<file path="src/rtl/fetch_queue_if.sv">
// Fetch-side bus bundle: instruction-memory request/response and the
// valid/ready decode handshake. master = fetch_queue, slave = memory/decode.
interface fetch_queue_if #(
    parameter int unsigned XLEN = 32
);
    logic            imem_req;
    logic [XLEN-1:0] imem_addr;
    logic [XLEN-1:0] imem_rdata;
    logic            id_valid;
    logic            id_ready;
    logic [XLEN-1:0] id_ins;
    logic [XLEN-1:0] id_pc;

    modport master (
        output imem_req, imem_addr, id_valid, id_ins, id_pc,
        input  imem_rdata, id_ready
    );

    modport slave (
        input  imem_req, imem_addr, id_valid, id_ins, id_pc,
        output imem_rdata, id_ready
    );
endinterface

</file>
<file path="src/rtl/fetch_queue.sv">
// Instruction-fetch front end: owns the PC, issues requests to a 1-cycle
// synchronous instruction memory, buffers {ins, pc} pairs in a small queue
// and hands them to decode over valid/ready. init/redirect flush the queue
// and discard any response arriving in the same cycle.
// Optional macro FETCH_MISALIGN_TRAP_EN: adds fetch_fault and stalls fetch
// on a misaligned init/redirect target instead of forcing alignment.
module fetch_queue #(
    parameter int unsigned     XLEN     = 32,
    parameter int unsigned     DEPTH    = 2,
    parameter logic [XLEN-1:0] RESET_PC = '0
) (
    input  logic               clk,
    input  logic               rst_n,
    input  logic               init,
    input  logic [XLEN-1:0]    entry_point,
    input  logic               redirect,
    input  logic [XLEN-1:0]    redirect_pc,
    fetch_queue_if.master      bus
`ifdef FETCH_MISALIGN_TRAP_EN
    ,
    output logic               fetch_fault
`endif
);
    localparam int unsigned AW = (DEPTH > 1) ? $clog2(DEPTH) : 1;

    logic [XLEN-1:0] pc_q, pc_d;
    logic [XLEN-1:0] req_pc_q, req_pc_d;
    logic            inflight_q, inflight_d;
    logic [AW:0]     occ_q, occ_d;
    logic [AW-1:0]   wr_ptr_q, wr_ptr_d;
    logic [AW-1:0]   rd_ptr_q, rd_ptr_d;
    logic [XLEN-1:0] slot_ins_q [DEPTH];
    logic [XLEN-1:0] slot_ins_d [DEPTH];
    logic [XLEN-1:0] slot_pc_q  [DEPTH];
    logic [XLEN-1:0] slot_pc_d  [DEPTH];
    logic [XLEN-1:0] last_ins_q, last_ins_d;
    logic [XLEN-1:0] last_pc_q, last_pc_d;

    logic            kill;
    logic [XLEN-1:0] target;
    logic            head_valid;
    logic [XLEN-1:0] head_ins;
    logic [XLEN-1:0] head_pc;
    logic            pop;
    logic            push;
    logic [AW+1:0]   need;
    logic            req;
    logic            fetch_block;

`ifdef FETCH_MISALIGN_TRAP_EN
    logic fault_q, fault_d;

    // Fault flag: set/cleared only by the alignment of each new init/redirect target
    always_ff @(posedge clk or negedge rst_n) begin
        if (!rst_n) fault_q <= 1'b0;
        else        fault_q <= fault_d;
    end

    assign fault_d     = kill ? (target[1:0] != 2'b00) : fault_q;
    assign fetch_block = fault_q;
    assign fetch_fault = fault_q;
`else
    assign fetch_block = 1'b0;
`endif

    // Handshake, credit check and head-of-queue selection
    always_comb begin
        kill       = init | redirect;
        target     = init ? entry_point : redirect_pc;
        head_valid = (occ_q != '0);
        // When empty the outputs replay whatever was shown last cycle
        head_ins   = head_valid ? slot_ins_q[rd_ptr_q] : last_ins_q;
        head_pc    = head_valid ? slot_pc_q[rd_ptr_q]  : last_pc_q;
        pop        = head_valid & bus.id_ready;
        push       = inflight_q & ~kill;
        // Slots already owned (queued + in flight) minus the one leaving now
        need       = {1'b0, occ_q} + (AW+2)'(inflight_q) - (AW+2)'(pop);
        req        = rst_n & ~kill & ~fetch_block & (need < (AW+2)'(DEPTH));
    end

    assign bus.imem_req  = req;
    assign bus.imem_addr = pc_q;
    assign bus.id_valid  = head_valid;
    assign bus.id_ins    = head_ins;
    assign bus.id_pc     = head_pc;

    // PC sequencing and in-flight tracking
    always_comb begin
        pc_d       = pc_q;
        req_pc_d   = req_pc_q;
        inflight_d = 1'b0;
        if (kill) begin
`ifdef FETCH_MISALIGN_TRAP_EN
            pc_d = target;
`else
            pc_d = target & ~XLEN'(3);
`endif
        end else if (req) begin
            pc_d       = pc_q + XLEN'(4);
            req_pc_d   = pc_q;
            inflight_d = 1'b1;
        end
    end

    // Queue storage, pointers and occupancy
    always_comb begin
        slot_ins_d = slot_ins_q;
        slot_pc_d  = slot_pc_q;
        wr_ptr_d   = wr_ptr_q;
        rd_ptr_d   = rd_ptr_q;
        occ_d      = occ_q;
        last_ins_d = head_ins;
        last_pc_d  = head_pc;
        if (kill) begin
            wr_ptr_d = '0;
            rd_ptr_d = '0;
            occ_d    = '0;
        end else begin
            if (push) begin
                slot_ins_d[wr_ptr_q] = bus.imem_rdata;
                slot_pc_d[wr_ptr_q]  = req_pc_q;
                wr_ptr_d             = wr_ptr_q + AW'(1);
            end
            if (pop) begin
                rd_ptr_d = rd_ptr_q + AW'(1);
            end
            occ_d = occ_q + (AW+1)'(push) - (AW+1)'(pop);
        end
    end

    // State registers
    always_ff @(posedge clk or negedge rst_n) begin
        if (!rst_n) begin
            pc_q       <= RESET_PC;
            req_pc_q   <= '0;
            inflight_q <= 1'b0;
            occ_q      <= '0;
            wr_ptr_q   <= '0;
            rd_ptr_q   <= '0;
            last_ins_q <= '0;
            last_pc_q  <= '0;
            for (int unsigned i = 0; i < DEPTH; i++) begin
                slot_ins_q[i] <= '0;
                slot_pc_q[i]  <= '0;
            end
        end else begin
            pc_q       <= pc_d;
            req_pc_q   <= req_pc_d;
            inflight_q <= inflight_d;
            occ_q      <= occ_d;
            wr_ptr_q   <= wr_ptr_d;
            rd_ptr_q   <= rd_ptr_d;
            last_ins_q <= last_ins_d;
            last_pc_q  <= last_pc_d;
            slot_ins_q <= slot_ins_d;
            slot_pc_q  <= slot_pc_d;
        end
    end
endmodule

</file>
<file path="src/flat_wrapper.sv">
// flat-port wrapper written by rule: the top's interface ports become plain ports
module fetch_queue_flat 
#(
    parameter int unsigned     XLEN     = 32,
    parameter int unsigned     DEPTH    = 2,
    parameter logic [XLEN-1:0] RESET_PC = '0
)
  (clk, rst_n, init, entry_point, redirect, redirect_pc, bus_imem_req, bus_imem_addr, bus_id_valid, bus_id_ins, bus_id_pc, bus_imem_rdata, bus_id_ready);
  fetch_queue_if #(.XLEN(XLEN)) bus_i ();
  input  logic clk;
  input  logic rst_n;
  input  logic init;
  input  logic [XLEN-1:0] entry_point;
  input  logic redirect;
  input  logic [XLEN-1:0] redirect_pc;
  output wire logic [$bits(bus_i.imem_req)-1:0] bus_imem_req;
  output wire logic [$bits(bus_i.imem_addr)-1:0] bus_imem_addr;
  output wire logic [$bits(bus_i.id_valid)-1:0] bus_id_valid;
  output wire logic [$bits(bus_i.id_ins)-1:0] bus_id_ins;
  output wire logic [$bits(bus_i.id_pc)-1:0] bus_id_pc;
  input wire logic [$bits(bus_i.imem_rdata)-1:0] bus_imem_rdata;
  input wire logic [$bits(bus_i.id_ready)-1:0] bus_id_ready;
  assign bus_imem_req = bus_i.imem_req;
  assign bus_imem_addr = bus_i.imem_addr;
  assign bus_id_valid = bus_i.id_valid;
  assign bus_id_ins = bus_i.id_ins;
  assign bus_id_pc = bus_i.id_pc;
  assign bus_i.imem_rdata = bus_imem_rdata;
  assign bus_i.id_ready = bus_id_ready;
  fetch_queue #(.XLEN(XLEN), .DEPTH(DEPTH), .RESET_PC(RESET_PC)) u_core (.clk(clk), .rst_n(rst_n), .init(init), .entry_point(entry_point), .redirect(redirect), .redirect_pc(redirect_pc), .bus(bus_i));
endmodule
</file>
<file path="config.mk">
export PLATFORM = sky130hd
export DESIGN_NAME = fetch_queue_flat
export DESIGN_NICKNAME = d
export VERILOG_FILES = /design/src/rtl/fetch_queue_if.sv /design/src/rtl/fetch_queue.sv /design/src/flat_wrapper.sv
export SDC_FILE = /design/constraint.sdc
export NUM_CORES = 1
export LEC_CHECK = 0
export ABC_AREA = 1
export CAP_MARGIN = 20
export CORE_UTILIZATION = 44
export CTS_CLUSTER_DIAMETER = 40
export CTS_CLUSTER_SIZE = 24
export DETAILED_ROUTE_END_ITERATION = 16
export PLACE_DENSITY = 0.69
export SLEW_MARGIN = 20
export SYNTH_ARGS = -nofsm -noshare
export SYNTH_HDL_FRONTEND = slang
export SYNTH_SLANG_ARGS = --single-unit
</file>
<file path="constraint.sdc">
create_clock -name clk -period 3.96 [get_ports clk]
set_clock_uncertainty 0.05 [all_clocks]
set_input_delay 1.188 -clock clk [delete_from_list [all_inputs] [get_ports clk]]
set_output_delay 1.188 -clock clk [all_outputs]
set_load 0.03 [all_outputs]
</file>
Word level (Yosys, flattened, before mapping)
Cells that the tools add are included.

Register bits: 261. Input bits: 101. Output and inout bits: 98. Logic and storage cells: 60.

Add/sub/neg operators: 7. Magnitude comparators: 4. Mux-type cells: 22. Bitwise logic cells: 8. Reductions and logical operators: 7.

Operators with widths (number): two-way mux 32 bit (12); bitwise mux 64 bit (2); adder 32 x 3 -> 32 bit (second input constant) (1); demux 32 bit (select 1 bit) (1); nonzero test 2 bit (4); two-way mux 1 bit (6); AND 1 bit (4); >= comparator 2 bit (second input constant) (2); NOT 1 -> 2 bit (2); AND reduction 2 bit (2); adder 2 x 1 -> 3 bit (1); less-than comparator 3 x 2 -> 1 bit (second input constant) (1); subtractor 3 x 1 -> 3 bit (1); adder 1 bit (second input constant) (2); adder 2 x 1 -> 2 bit (1); less-than comparator 2 x 1 -> 1 bit (second input constant) (1); two-way mux 2 bit (1); subtractor 2 x 1 -> 2 bit (1); logical AND 1 bit (1); NOT 1 bit (1); bitwise OR 1 bit (1).

Longest topological paths before layout
Gate-level depths: netlist (run 1).

Depth in word-level cells: 7. Gate-level depth with buffers: 14. Gate-level depth less buffers: 12.

Least setup slack after synthesis (run 1)
OpenSTA, ideal clock, no wires.

Path kind: input to output. Start point: in bus_id_ready. End point: out bus_imem_req. Data arrival time: 2667 ps. Data required time: 2722 ps. Path slack: 55 ps. Stages on the path: 8. Path buffers: 0. Path through: inv_1 nor3_1 o21ai_0 fa_1 nand2_1 nor2_1 nand2_2 inv_1.

Longest elaborated chain between the ends: 4.

Ends and longest elaborated chain: start: declaration (RTL line flat_wrapper.sv:22) `input wire logic [$bits(bus_i.id_ready)-1:0] bus_id_ready;`; AND 1 bit (RTL line fetch_queue.sv:74) `pop = head_valid & bus.id_ready;`; subtractor 3 x 1 -> 3 bit (RTL line fetch_queue.sv:77) `need = {1'b0, occ_q} + (AW+2)'(inflight_q) - (AW+2)'(pop);`; less-than comparator 3 x 2 -> 1 bit (RTL line fetch_queue.sv:78) `req = rst_n & ~kill & ~fetch_block & (need < (AW+2)'(DEPTH));`; AND 1 bit (RTL line fetch_queue.sv:78); end: declaration (RTL line flat_wrapper.sv:16) `output wire logic [$bits(bus_i.imem_req)-1:0] bus_imem_req;`.

Every way passes these cells.

Worst setup path in the final report (run 1)
Ends and elaborated chain as after synthesis.

==> flow_summary.json, run 1 <==
{
  "run_status": "complete, no violations",
  "seq_area_frac_synth": 0.562,
  "rr_worst_depth": 14,
  "cp_data_arrival_time_ns": 2.63,
  "r2r-end": "u_core.bus.imem_addr[6]",
  "cts_tree": "built",
  "drt_iter0_drc": 850,
  "worstReg2RegStart": "u_core.occ_q[1]",
  "async_flop_share": 1.00,
  "gr-total-overflow": 0,
  "ant_nets": 0,
  "numCtsBuffers": 35,
  "criticalPathCategory": "input port to output pin",
  "cts_root_buf": "clkbuf_16",
  "clock_sinks": 253,
  "path_max_fanout": 2,
  "irDropWorstVdd_mv": 0.278,
  "drc": 0,
  "io-pin-count": 199,
  "drv_cap": 0,
  "path_clk_slew_ns": 0.05,
  "postCtsHoldBufs": 0,
  "hold_depth": 2,
  "end_kind": "output pin",
  "clkLatencyLatePin_ns": 0.49,
  "dp_slack_ns": -0.397,
  "wl_per_cell_um": 14.8,
  "groute.usage.overall": 0.219,
  "max_stage_delay_ns": 0.50,
  "design.core.area_um2": 25100,
  "n_antenna_cell": 0,
  "grt_pass1_wl_um": 46500,
  "post_cts_buffers": 0,
  "viasPerCell": 5.02,
  "syn_avg_cell_area_um2": 8.25,
  "setup_slack_ns": 0.0905,
  "min_period_ns": 3.87,
  "fin_util": 0.599,
  "drive_gt1_frac": 0.0949,
  "r2r_slack_ns": 0.97,
  "rows": 58,
  "ys.flop_type": "dfrtp_1",
  "p_leak_nw": 7.13,
  "hp-start": "u_core.slot_ins_q[35]",
  "holdPathEnd": "u_core.slot_ins_q[35]",
  "die-width_um": 162,
  "power_density_nw_per_um2": 581,
  "crit_family": "adder cells",
  "netlist_area_um2": 11300,
  "tns_ns": 0,
  "yosys_warnings": 0,
  "slew_headroom": 0.500,
  "nets": 1649,
  "fmax_mhz": 258,
  "crit_buf_inv": 4,
  "ys_types": 33,
  "setup_violations": 0,
  "yosys.area.top_type": "dfrtp_1",
  "die_h_um": 162,
  "hpwl_um": 18300,
  "crit_path_start_kind": "input port",
  "crit_chain": "clkbuf_2 -> inv_2 -> nor2_1 -> nor2_1 -> o21ai_2 -> fa_1 -> nand2_1 -> nor2_2 -> nand2_2 -> inv_2 -> buf_6",
  "finalHoldViolCount": 0,
  "die-area_um2": 26200,
  "grt_pass1_vias": 9197,
  "synth_edf_count": 0,
  "yosysMostFrequentCell": "nand2_1",
  "max-clock-path-buffers": 3,
  "yosys-top-cells-area": "dfrtp_1 (56%), nand2_1 (11%), o21ai_0 (7.6%)",
  "syn2layout_area_growth_pct": 33.5,
  "crit_required_ns": 2.72,
  "port_buffers": 192,
  "synth_top_area_frac": 0.562,
  "cp_slowest_cell": "fa_1",
  "maxSlewViolCount": 0,
  "totalWireLength_um": 28200,
  "worstMarginPinSlew_ns": 0.750,
  "antenna_found_initial": 0,
  "htree_levels": 2,
  "grt_max_degree": 149,
  "num_vias": 9539,
  "place.gp.congestion": 0.856,
  "initial_core_util": 0.448,
  "synth_seq_cells": 253,
  "finalCritPeriodShare": 0.977,
  "synth_common_cells": "nand2_1 (319), dfrtp_1 (253), o21ai_0 (170)",
  "first_pass_iters": 5,
  "synth_cells": 1365,
  "hp-class": "flip-flop to flip-flop"
}
power breakdown:
part / internal, W / leakage [nW] / switching [W]
Clock: 0.00204 / 0.578 / 0.00116
Sequential: 0.00306 / 3.23 / 0.000249
Combinational: 0.000969 / 3.32 / 0.00126
sequential cells by signal, summed over array words and instances, names as in the netlist:
signal                cells
u_core.occ_q              2
u_core.inflight_q         1
u_core.slot_pc_q         60
u_core.wr_ptr_q           1
u_core.slot_ins_q        64
u_core.bus.imem_addr     30
u_core.rd_ptr_q           1
u_core.last_ins_q        32
u_core.last_pc_q         32
u_core.req_pc_q          30
kinds of logic (layout without fill, tap and decap cells):
family | Yosys count | count (layout) | share of synthesized area
AND/OR/NAND/NOR | 523 | 523 | 0.186
AO/OA/AOI/OAI | 371 | 371 | 0.168
flip-flops | 253 | 253 | 0.562
buffers and inverters | 210 | 414 | 0.0759
XOR/XNOR | 4 | 4 | 0.00311
adder cells (fa/ha/maj) | 3 | 3 | 0.00400
other | 1 | 2 | 0.000333
worst register-to-register path: cells and delay by family (launching register included):
family                   cells  cell delay [ns]
buffers and inverters        3             0.63
adder cells (fa/ha/maj)      1             0.50
AND/OR/NAND/NOR              7             0.89
AO/OA/AOI/OAI                3             0.33
flip-flops                   1             0.46
per-layer routing:
| layer | global-route usage | share of wire |
|---|---|---|
| met1 | 0.300 | 0.45 |
| met2 | 0.350 | 0.46 |
| met3 | 0.0490 | 0.071 |
| met4 | 0.0630 | 0.017 |
| met5 | 0 | 0 |
worst max-delay path by stage:
stage / start / endpoint / slack [ns] / cells past startpoint
6_report: bus_id_ready / bus_imem_req / 0.09 / 11
3_5_place_dp: bus_id_ready / bus_imem_req / -0.40 / 10
4_1_cts: bus_id_ready / bus_imem_req / 0.03 / 11
5_1_grt: bus_id_ready / bus_imem_req / -0.02 / 11
3_3_place_gp: bus_id_ready / bus_imem_req / -0.41 / 10
2_1_floorplan: bus_id_ready / bus_imem_req / 0.06 / 8
layout make-up:
class / count / area [um^2]
fillers: 2240 / 10100
flip-flops and latches: 253 / 6330
multi-input cells: 903 / 4110
repair buffers: 220 / 2460
clock buffers: 42 / 975
inverters: 132 / 495
well taps: 330 / 413
clock inverters: 20 / 246
per-stage QoR:
| step | total power (W) | area [um^2] | hold WS [ns] | instances |
|---|---|---|---|---|
| global route | 0.00918 | 15000 | 0.451 | 1900 |
| finish | 0.00874 | 15000 | 0.429 | 1900 |
| global placement | 0.00554 | 13800 | 0.416 | 1837 |
| floorplan | 0.00449 | 11300 | 0.403 | 1366 |
| CTS | 0.00883 | 15000 | 0.436 | 1899 |
| detailed placement | 0.00557 | 13800 | 0.423 | 1837 |
timing repair:
action                     CTS  global route
gates resized for setup      6             7
setup endpoints to repair    1             2
pin swaps                    3             4
layout by cell type (no fill, tap or decap), types with 37 or more instances in the layout:
master and n:
nand2_1 319, dfrtp_1 252, o21ai_0 169, clkdlybuf4s50_1 163, a21oi_1 146, nor2_1 137, inv_1 122, nand3_1 42
o21ai_1 40, clkbuf_16 37
Power figures use the tool's default switching activity.
==> run 2: changes to the inputs <==
CORE_ASPECT_RATIO = 2   (was not set)
SKIP_LAST_GASP = 1   (was not set)
==> run 2 against run 1 <==
- first-iteration DRC count is 26% lower
- design area is 3.2% lower
- sequential share of layout area is 1.4 points higher
- die area is 0.15% higher
- register-to-register slack worse by 0.03 ns
- largest power group unchanged
==> flow_summary.json, run 2 (synthesis gave the netlist of run 1 again) <==
{
  "run_status": "complete, no violations",
  "port_buffers": 192,
  "grt_pass1_vias": 9741,
  "min_period_ns": 3.90,
  "antenna_found_initial": 0,
  "crit_required_ns": 2.72,
  "power_density_nw_per_um2": 527,
  "cp_data_arrival_time_ns": 2.66,
  "first_pass_iters": 5,
  "irDropWorstVdd_mv": 0.323,
  "initial_core_util": 0.448,
  "grt_pass1_wl_um": 48200,
  "totalWireLength_um": 29400,
  "tns_ns": 0,
  "switching_share": 0.323,
  "top_register": "u_core.slot_ins_q",
  "post_cts_buffers": 0,
  "maxSlewViolCount": 0,
  "p_seq_frac": 0.431,
  "viasPerCell": 5.11,
  "hp-class": "flip-flop to flip-flop",
  "finalCritPeriodShare": 0.985,
  "wl_per_cell_um": 15.6,
  "gr-total-overflow": 0,
  "p_leak_nw": 6.95,
  "drc": 0,
  "criticalPathCategory": "flip-flop to output pin",
  "max-clock-path-buffers": 3,
  "fillers": 2317,
  "grt_max_degree": 79,
  "ant_nets": 0,
  "path_clk_slew_ns": 0.07,
  "top_regs": "u_core.slot_ins_q (64), u_core.slot_pc_q (60)",
  "dp_slack_ns": -0.382,
  "rsz0062_at_grt": "true",
  "io-pin-count": 199,
  "htree_levels": 1,
  "clkLatencyLatePin_ns": 0.52,
  "die_h_um": 228,
  "clock_sinks": 253,
  "largest_reg_flops": 64,
  "drv_cap": 0,
  "fmax_mhz": 256,
  "syn2layout_area_growth_pct": 29.3,
  "cts_root_buf": "clkbuf_16",
  "fin_util": 0.579,
  "finalHoldViolCount": 0,
  "design.core.area_um2": 25100,
  "crit_path_start_kind": "flip-flop",
  "p_sw_w": 0.00248,
  "n_antenna_cell": 0,
  "rows": 82,
  "drt_iter0_drc": 632,
  "numCtsBuffers": 22,
  "cts_tree": "built",
  "die-width_um": 115,
  "path_max_fanout": 32,
  "end_kind": "output pin",
  "slew_headroom": 0.345,
  "nets": 1642,
  "setup_slack_ns": 0.0605,
  "comb_power_share": 0.291,
  "instances_no_fill": 1889,
  "worstMarginPinSlew_ns": 0.983,
  "final_common_cell": "nand2_1",
  "groute.usage.overall": 0.232,
  "clock_power_share": 0.278,
  "hpwl_um": 20300,
  "die-area_um2": 26300,
  "final_cell_mix": "nand2_1 (319), dfrtp_1 (252), o21ai_0 (169)",
  "finalPower_w": 0.00767,
  "drive_gt1_frac": 0.0876,
  "setup_violations": 0,
  "place.gp.congestion": 0.908,
  "p_int_w": 0.00519,
  "dpl.cell_count": 1850,
  "num_vias": 9648
}
-- run 2: changes by cell type in the layout (fill, tap and decap cells not counted), moves of 2 or more --
cell             previous run  this run
buf_4                      22        34
clkbuf_16                  37        23
clkbuf_1                    2         4
clkinvlp_4                  7         1
clkdlybuf4s50_1           163       156
clkinv_4                    2         0
inv_8                       1         3
bufinv_16                   4         0
-- run 2: stage by stage --
| step | hold slack (ns) | area [um^2] |
|---|---|---|
| floorplan | 0.403 | 11300 |
| CTS | 0.439 | 14600 |
| global route | 0.461 | 14600 |
| detailed placement | 0.423 | 13800 |
| global placement | 0.415 | 13800 |
| finish | 0.433 | 14600 |
-- run 2: layer usage --
| metal | up-vias | routed length [um] | global-route usage |
|---|---|---|---|
| met5 | - | 0 | 0 |
| met4 | 0 | 1240 | 0.107 |
| met3 | 60 | 1130 | 0.0244 |
| met2 | 283 | 16100 | 0.434 |
| met1 | 4568 | 11000 | 0.256 |
| li1 | 4737 | - | - |
-- run 2: area by class of cell --
class,count,area [um^2],share of cell area
Tap cell,336,420,0.0289
Multi-Input combinational cell,903,4110,0.282
Clock inverter,8,72.6,0.00499
Timing Repair Buffer,226,2480,0.171
Inverter,132,495,0.0340
Clock buffer,31,646,0.0444
Sequential cell,253,6330,0.435
-- run 2: repair_timing --
item	4_1_cts	5_1_grt
hold buffers	0	0
gates resized for setup	6	7
setup endpoints to repair	5	3
pin swaps	3	2
-- run 2: worst paths after layout --
path	startpoint	to	slack [ns]	depth (start not counted)
worst min register to register	u_core.req_pc_q[23]	u_core.req_pc_q[23]	0.43	2
worst min-delay path	u_core.req_pc_q[23]	u_core.req_pc_q[23]	0.43	2
worst max-delay path	u_core.occ_q[1]	bus_id_ins[7]	0.06	5
worst max register to register	u_core.occ_q[1]	u_core.bus.imem_addr[6]	0.94	13
max in group asynchronous	rst_n	u_core.rd_ptr_q	1.58	3
min in group asynchronous	rst_n	u_core.bus.imem_addr[6]	0.76	2
-- run 2: worst max-delay path, cell delays in order (launching register included) --
cell and delay (ns):
dfrtp_1 0.47, nor2_4 0.25, buf_6 0.33, a21oi_1 0.08, a21oi_1 0.27, clkdlybuf4s50_1 0.73
-- run 2: power groups by stage --
stage,Sequential [W],Combinational [W],Clock [W]
5_1_grt,0.00336,0.00243,0.00230
2_1_floorplan,0.00337,0.00112,0
6_report,0.00330,0.00223,0.00214
3_3_place_gp,0.00333,0.00222,0
4_1_cts,0.00330,0.00226,0.00220
3_5_place_dp,0.00335,0.00225,0
==> run 3: changes to the inputs <==
PLACE_DENSITY = 0.71   (was 0.69)
SLEW_MARGIN = 30   (was 20)
==> run 3 against run 2 <==
- first-iteration DRC count increased by 13%
- total power up 2.6%
- global-route usage fell by 0.24 points
- critical endpoint is now bus_id_ins[22]
- highest routed layer unchanged
==> flow_summary.json, run 3 (synthesis gave the netlist of run 1 again) <==
{
  "run_status": "complete, no violations",
  "end_kind": "output pin",
  "io-pin-count": 199,
  "die-area_um2": 26300,
  "rsz0062_at_grt": "false",
  "groute.usage.overall": 0.230,
  "die-width_um": 115,
  "finalCritPeriodShare": 0.971,
  "cp_data_arrival_time_ns": 2.61,
  "numCtsBuffers": 22,
  "viasPerCell": 5.12,
  "port_buffers": 192,
  "ant_nets": 0,
  "criticalPathCategory": "flip-flop to output pin",
  "top_register": "u_core.slot_ins_q",
  "drv_cap": 0,
  "max-clock-path-buffers": 3,
  "path_max_fanout": 62,
  "worstMarginPinSlew_ns": 0.831,
  "rows": 82,
  "clock_sinks": 253,
  "drt_iter0_drc": 716,
  "wl_per_cell_um": 15.7,
  "fmax_mhz": 260,
  "first_pass_iters": 5,
  "p_sw_w": 0.00257,
  "grt_max_degree": 161,
  "final_cell_mix": "nand2_1 (319), dfrtp_1 (252), o21ai_0 (169)",
  "dpl.cell_count": 1842,
  "irDropWorstVdd_mv": 0.390,
  "n_antenna_cell": 0,
  "instances_no_fill": 1883,
  "clkLatencyLatePin_ns": 0.53,
  "drc": 0,
  "design.core.area_um2": 25100,
  "setup_violations": 0,
  "power_density_nw_per_um2": 538,
  "p_leak_nw": 6.99,
  "p_seq_frac": 0.420,
  "finalHoldViolCount": 0,
  "antenna_found_initial": 0,
  "nets": 1635,
  "initial_core_util": 0.448,
  "die_h_um": 228,
  "num_vias": 9636,
  "p_int_w": 0.00530,
  "multi_input_area_um2": 4110,
  "crit_required_ns": 2.72,
  "top_regs": "u_core.slot_ins_q (64), u_core.slot_pc_q (60)",
  "gr-total-overflow": 0,
  "clock_power_share": 0.295,
  "drive_gt1_frac": 0.0802,
  "hp-class": "input port to asynchronous set/reset pin",
  "path_clk_slew_ns": 0.08,
  "htree_levels": 1,
  "fillers": 2243,
  "min_period_ns": 3.84,
  "final_common_cell": "nand2_1",
  "grt_pass1_wl_um": 47600,
  "syn2layout_area_growth_pct": 29.9,
  "switching_share": 0.327,
  "totalWireLength_um": 29500,
  "cts_root_buf": "clkbuf_16",
  "crit_path_start_kind": "flip-flop",
  "grt_pass1_vias": 9603,
  "fin_hold_ws_ns": 0.417,
  "cts_tree": "built",
  "final-seq-area_um2": 6330,
  "largest_reg_flops": 64,
  "comb_power_share": 0.285,
  "place.gp.congestion": 0.909,
  "hpwl_um": 19900,
  "slew_headroom": 0.446,
  "maxSlewViolCount": 0
}
==> run 3: changes by cell type in the layout (fill, tap and decap cells not counted), sizes merged <==
cell          change
inv               -1
dlymetal6s2s      +4
dlygate4sd2       +1
clkinv            +4
bufinv            +2
buf              -12
clkbuf            -4
==> run 3: power by group through the flow <==
stage                     clock network (W)  logic (W)  registers [W]
after floorplan                           0    0.00112        0.00337
after global placement                    0    0.00222        0.00333
after detailed placement                  0    0.00227        0.00335
after CTS                           0.00238    0.00228        0.00330
after global routing                0.00247    0.00244        0.00336
final                               0.00232    0.00224        0.00331
==> run 3: final timing paths <==
check	start	end	slack, ns	cells after the start
setup / recovery	u_core.occ_q[1]	bus_id_ins[22]	0.12	5
hold / removal	rst_n	u_core.bus.imem_addr[7]	0.42	1
setup reg to reg	u_core.occ_q[1]	u_core.bus.imem_addr[17]	1.04	14
hold reg to reg	u_core.req_pc_q[13]	u_core.req_pc_q[13]	0.44	2
max in group asynchronous	rst_n	u_core.last_ins_q[11]	2.37	2
min in group clk	u_core.req_pc_q[13]	u_core.req_pc_q[13]	0.44	2
==> run 3: critical path, cell delays in order, from the launching register on <==
cell and delay (ns):
dfrtp_1 0.47, nor2_4 0.21, buf_12 0.35, a21oi_1 0.08
a21oi_1 0.23, clkdlybuf4s50_1 0.72
==> run 3: routing by layer <==
layer / up-vias / track usage / share of wire
met1: 4607 / 0.247 / 0.37
met5: - / 0 / 0
met3: 62 / 0.0250 / 0.039
met2: 253 / 0.434 / 0.55
li1: 4714 / - / -
met4: 0 / 0.109 / 0.042
==> run 3: metrics by stage <==
| stage | TNS [ns] | total power [W] | cell area [um^2] | util | setup WS (ns) |
|---|---|---|---|---|---|
| 3_5_place_dp | -4.39 | 0.00561 | 13800 | 0.549 | -0.488 |
| 2_1_floorplan | 0 | 0.00449 | 11300 | - | 0.0550 |
| 5_1_grt | 0 | 0.00827 | 14600 | 0.582 | 0.0120 |
| 6_report | 0 | 0.00787 | 14600 | 0.582 | 0.117 |
| 4_1_cts | 0 | 0.00796 | 14600 | 0.581 | 0.0315 |
| 3_3_place_gp | -2.86 | 0.00556 | 13800 | 0.549 | -0.475 |
==> run 3: area by class of cell <==
type	count	share of cell area
sequential	253	0.433
multi-input combinational	903	0.281
timing repair buffer	219	0.170
clock buffer	27	0.0411
inverter	132	0.0340
tap	336	0.0287
clock inverter	13	0.0131
==> run 3: repair_timing <==
| action | 4_1_cts | 5_1_grt |
|---|---|---|
| hold buffers | 0 | 0 |
| pin swaps | 3 | 3 |
| setup endpoints to repair | 3 | 10 |
| gates resized for setup | 7 | 11 |
| buffers inserted | 1 | 0 |
